==> src/rtl/cell_selftest_ctrl.sv <==
// BIST sequencer for the primitive cell bank: 8 vectors, golden compare, sticky results.
// Optional first-fail capture ports under `define FIRST_FAIL_CAPTURE_EN.
module cell_selftest_ctrl #(
  parameter int SETTLE = 1,
  parameter int ERR_W  = 8
) (
  input  logic             clk,
  input  logic             rst_n,
  input  logic             start,
  output logic             stim_a,
  output logic             stim_b,
  output logic             stim_sel,
  input  logic [7:0]       cell_out,
  output logic             busy,
  output logic             done,
  output logic             pass,
  output logic [7:0]       fail_mask,
  output logic [ERR_W-1:0] err_cnt
`ifdef FIRST_FAIL_CAPTURE_EN
  ,
  output logic             first_fail_valid,
  output logic [2:0]       first_fail_vec
`endif
);

  localparam logic [2:0] S_IDLE   = 3'd0;
  localparam logic [2:0] S_LOAD   = 3'd1;
  localparam logic [2:0] S_SETTLE = 3'd2;
  localparam logic [2:0] S_CHECK  = 3'd3;
  localparam logic [2:0] S_DONE   = 3'd4;

  localparam logic [3:0]       SET_C   = 4'(SETTLE);
  localparam logic [ERR_W-1:0] ERR_MAX = {ERR_W{1'b1}};

  logic [2:0] state;
  logic [2:0] v;
  logic [3:0] cnt;
  logic [7:0] gold;
  logic [7:0] m;
  logic       is_idle;
  logic       is_load;
  logic       is_settle;
  logic       is_check;
  logic       is_done;
  logic       launch;
  logic       va;
  logic       vb;
  logic       vs;

  assign va = v[0];
  assign vb = v[1];
  assign vs = v[2];

  // bit order matches cell_out: notq q mux not nand xor or and
  assign gold = {~va, va, (vs ? va : vb), ~va,
                 ~(va & vb), va ^ vb, va | vb, va & vb};
  assign m = cell_out ^ gold;

  assign is_idle   = (state == S_IDLE);
  assign is_load   = (state == S_LOAD);
  assign is_settle = (state == S_SETTLE);
  assign is_check  = (state == S_CHECK);
  assign is_done   = (state == S_DONE);

  // DONE shows done for one cycle before a new start is accepted
  assign launch = start & (is_idle | (is_done & done));

  assign pass = done & ~(|fail_mask);

  always_ff @(posedge clk or negedge rst_n) begin
    if (!rst_n) begin
      state     <= S_IDLE;
      v         <= 3'd0;
      cnt       <= 4'd0;
      stim_a    <= 1'b0;
      stim_b    <= 1'b0;
      stim_sel  <= 1'b0;
      busy      <= 1'b0;
      done      <= 1'b0;
      fail_mask <= 8'h00;
      err_cnt   <= '0;
    end else begin
      unique case (1'b1)
        is_idle, is_done: begin
          if (is_done && !done) begin
            done <= 1'b1;
          end else if (launch) begin
            fail_mask <= 8'h00;
            err_cnt   <= '0;
            v         <= 3'd0;
            busy      <= 1'b1;
            done      <= 1'b0;
            state     <= S_LOAD;
          end
        end
        is_load: begin
          stim_a   <= va;
          stim_b   <= vb;
          stim_sel <= vs;
          cnt      <= SET_C;
          state    <= S_SETTLE;
        end
        is_settle: begin
          cnt <= cnt - 4'd1;
          if (cnt <= 4'd1) state <= S_CHECK;
        end
        is_check: begin
          fail_mask <= fail_mask | m;
          if ((|m) && (err_cnt != ERR_MAX))
            err_cnt <= err_cnt + 1'b1;
          if (v == 3'd7) begin
            busy  <= 1'b0;
            state <= S_DONE;
          end else begin
            v     <= v + 3'd1;
            state <= S_LOAD;
          end
        end
        default: state <= S_IDLE;
      endcase
    end
  end

`ifdef FIRST_FAIL_CAPTURE_EN
  always_ff @(posedge clk or negedge rst_n) begin
    if (!rst_n) begin
      first_fail_valid <= 1'b0;
      first_fail_vec   <= 3'd0;
    end else if (launch && !(is_done && !done)) begin
      first_fail_valid <= 1'b0;
      first_fail_vec   <= 3'd0;
    end else if (is_check && (|m) && !first_fail_valid) begin
      first_fail_valid <= 1'b1;
      first_fail_vec   <= v;
    end
  end
`else
  // first-fail capture not built
`endif

endmodule

==> config.mk <==
export PLATFORM = sky130hd
export DESIGN_NAME = cell_selftest_ctrl
export DESIGN_NICKNAME = d
export VERILOG_FILES = /design/src/rtl/cell_selftest_ctrl.sv
export SDC_FILE = /design/constraint.sdc
export NUM_CORES = 1
export LEC_CHECK = 0
export BUFFER_PORTS_ARGS = -buffer_cell sky130_fd_sc_hd__clkbuf_2
export CAP_MARGIN = 20
export CORE_AREA = 2 2 68 57
export CTS_BUF_LIST = sky130_fd_sc_hd__clkbuf_2
export DETAILED_ROUTE_END_ITERATION = 8
export DIE_AREA = 0 0 70 59
export GPL_ROUTABILITY_DRIVEN = 0
export GPL_TIMING_DRIVEN = 0
export PLACE_DENSITY = 0.74
export SYNTH_ARGS = -nofsm -noshare
export SYNTH_HDL_FRONTEND = slang
export SYNTH_SLANG_ARGS = --single-unit
export TNS_END_PERCENT = 20
==> constraint.sdc <==
create_clock -name clk -period 7.57 [get_ports clk]
set_clock_uncertainty 0.05 [all_clocks]
set_input_delay 0.757 -clock clk [delete_from_list [all_inputs] [get_ports clk]]
set_output_delay 0.757 -clock clk [all_outputs]
set_load 0.03 [all_outputs]
==> qor.yml <==
p_sw_uw: 341.2
r2r_start: "v[0]$_DFFE_PN0P_"
rr_worst_depth: 9
cts-root-buf: "clkbuf_2"
cts_buffers: 5
pwr-share-seq_pct: 38.3
cp_slowest_cell: "or4_4"
async_flop_share_pct: 100.0
ys_seq_elements: 31
via_per_inst: 5.653
cts_sinks: 31
post_synth.cell_area_avg_um2: 9.927
clockBufferDepth: 2
placeableCoreArea_mm2: 0.003376
r2r-end: "err_cnt[6]$_DFFE_PN0P_"
period_minus_slack_ps: 2596
cellInternalPower_uw: 377.6
crit_type: "register to register"
worstSkewPairLatency_ps: 370
synthToLayoutAreaGrowth_pct: 15.34
die_area_mm2: 0.004130
start_util_pct: 48.81
worst_pin_slew_ps: 745.1
final_nets: 222
seq_area_frac_synth_pct: 47.08
grt_pass1_vias: 1266
die_h_um: 59
vdd_drop_max_v: 0.0002278
synthCells: 166
slew_headroom_pct: 50.33
grt_overflow_total: 0
grt_first_pass_wirelength_mm: 5.809
reg2reg_slack_ps: 4970
core.rowCount: 19
drt_iter0_markers: 90
yosys_warnings: 0
grt_usage_pct: 18.26
power_frac_comb_pct: 50.3
critical_path_arrival_ps: 2790
diodes: 0
cts_tree: "built"
port_buffers: 32
ys.flop_type: "dfrtp_1"
finalPower_uw: 718.8
switching_share_pct: 47.46
crit_buf_inv: 3
ctsHtreeMaxLevel: 2
synth_fp_nets: 183
rsz0062_at_grt: "false"
worstSetupEndpointType: "register"
route.detailed.drc: 0
power_frac_clock_pct: 11.4
cts_setup_buffers: 0
dpl.hpwl_mm: 2.546
synth_edf_count: 0
path_cells: "buf_2, inv_1, ha_1, xor2_1, or4_4, o31ai_4, buf_6, o21ba_2, nor3_2"
hp-class: "input pin to async pin"
syn_area_mm2: 0.001648
start_kind: "register"
antenna_found_initial: 0
slowest_delay_ps: 540
wl_per_cell_um: 13.93
tns_ps: 0
cts_hold_buffers: 0
fmax_mhz: 385.2
finalCritPeriodShare_pct: 34.30
finalHoldViolCount: 0
yosysUniqueCellTypes: 41
drt-total-wl_mm: 3.454
clk_pin_slew_ps: 160
critPathRequiredTime_ps: 7770
pin_count: 33
p_leak_nw: 0.8873
cts_resized: 0
drive_above_1_share_pct: 25.24
drtPass1Iterations: 4
path_delay_family: "simple AND/OR/NAND/NOR gates"
drv_slew: 0
fill_cells: 307
antenna_left: 0
vias: 1402
p_per_area_mw_per_mm2: 378.2
crit_path_max_fanout: 10
finalSetupViolations: 0
grt_max_degree: 32
status: "complete, no violations"
maxCapViolations: 0
die_w_um: 70
-- layout make-up --
cell class	instances	area, um^2	area share (%)
buffer	9	46.29	2.436
sequential	31	775.7	40.82
clock buffer	7	35.03	1.843
multi-input combinational	120	803.3	42.26
timing repair buffer	32	160.2	8.427
clock inverter	1	5.005	0.2633
tap	42	52.55	2.765
inverter	6	22.52	1.185
-- worst reg2reg max path: stages, from the launching register on --
cell	delay [ps]
dfrtp_1	410
buf_2	240
inv_1	70
ha_1	320
xor2_1	170
or4_4	540
o31ai_4	320
buf_6	180
o21ba_2	140
nor3_2	40
-- cells by family after synthesis --
| kind of cell | after synthesis | share of synthesized area (%) |
|---|---|---|
| simple gates | 58 | 19.13 |
| mux | 6 | 3.872 |
| fa+ha+maj | 6 | 4.556 |
| compound gates | 41 | 16.40 |
| flops | 31 | 47.08 |
| xor+xnor | 9 | 4.784 |
| buf+inv | 15 | 4.176 |
-- flip-flops by register name, summed over array words and instances, names as in the netlist --
signal     count
err_cnt        8
fail_mask      8
cnt            4
state          3
v              3
busy           1
done           1
stim_a         1
stim_b         1
stim_sel       1
-- power groups by stage --
stage	Combinational (mW)	Clock, mW	Sequential, mW
2_1_floorplan	0.212	0	0.331
3_3_place_gp	0.352	0	0.273
3_5_place_dp	0.363	0	0.277
4_1_cts	0.365	0.0831	0.274
5_1_grt	0.403	0.0917	0.283
6_report	0.361	0.0817	0.276
-- layer usage --
layer,track usage [%],up-vias,routed length [um]
met5,0,-,0
met4,9.066,0,56
met3,4.762,6,183
met2,27.89,37,1574
met1,24.51,673,1639
li1,-,686,-
-- layout by cell type, fill, tap and decap left out, types with 4 or more instances in the layout --
master    synthesis  routed
ha_1              6       6
clkbuf_1          5       5
o21ai_0           8       8
dfrtp_1          31      31
and3_1            4       4
clkbuf_2          0      39
nand3_1           8       8
nor3_1            6       6
a21oi_1          16      16
inv_1             6       6
xnor2_1           6       6
nand2_1           9       9
nor2_1           16      16
-- Yosys cell counts, types with 4 or more instances --
library cell,number,area share (%)
nor2_1,16,3.6
clkbuf_1,5,1.1
and3_1,4,1.5
dfrtp_1,31,47
xnor2_1,6,3.2
a21oi_1,16,4.9
nand3_1,8,2.4
ha_1,6,4.6
o21ai_0,8,2.4
nor3_1,6,1.8
nand2_1,9,2.0
inv_1,6,1.4
-- how the worst max path moves through the flow --
| stage | cells after the start | end | startpoint |
|---|---|---|---|
| floorplan | 3 | pass | fail_mask[3]$_DFFE_PN0P_ |
| global placement | 9 | err_cnt[6]$_DFFE_PN0P_ | v[0]$_DFFE_PN0P_ |
| detailed placement | 9 | err_cnt[6]$_DFFE_PN0P_ | v[0]$_DFFE_PN0P_ |
| CTS | 9 | err_cnt[6]$_DFFE_PN0P_ | v[0]$_DFFE_PN0P_ |
| global route | 9 | err_cnt[4]$_DFFE_PN0P_ | v[0]$_DFFE_PN0P_ |
| finish | 9 | err_cnt[6]$_DFFE_PN0P_ | v[0]$_DFFE_PN0P_ |
-- metrics by stage --
step                      utilization (%)  setup slack (ps)  hold WS (ps)  std cells  instance area, um^2
after CTS                           56.30              4973         387.2        248                 1901
after global routing                56.30              4849         403.3        248                 1901
after floorplan                         -              4986         411.4        166                 1648
after global placement              55.11              5034         420.7        240                 1861
final                               56.30              4974         363.2        248                 1901
after detailed placement            55.11              5017         427.8        240                 1861
No activity file was read; power rests on OpenSTA's default activity.
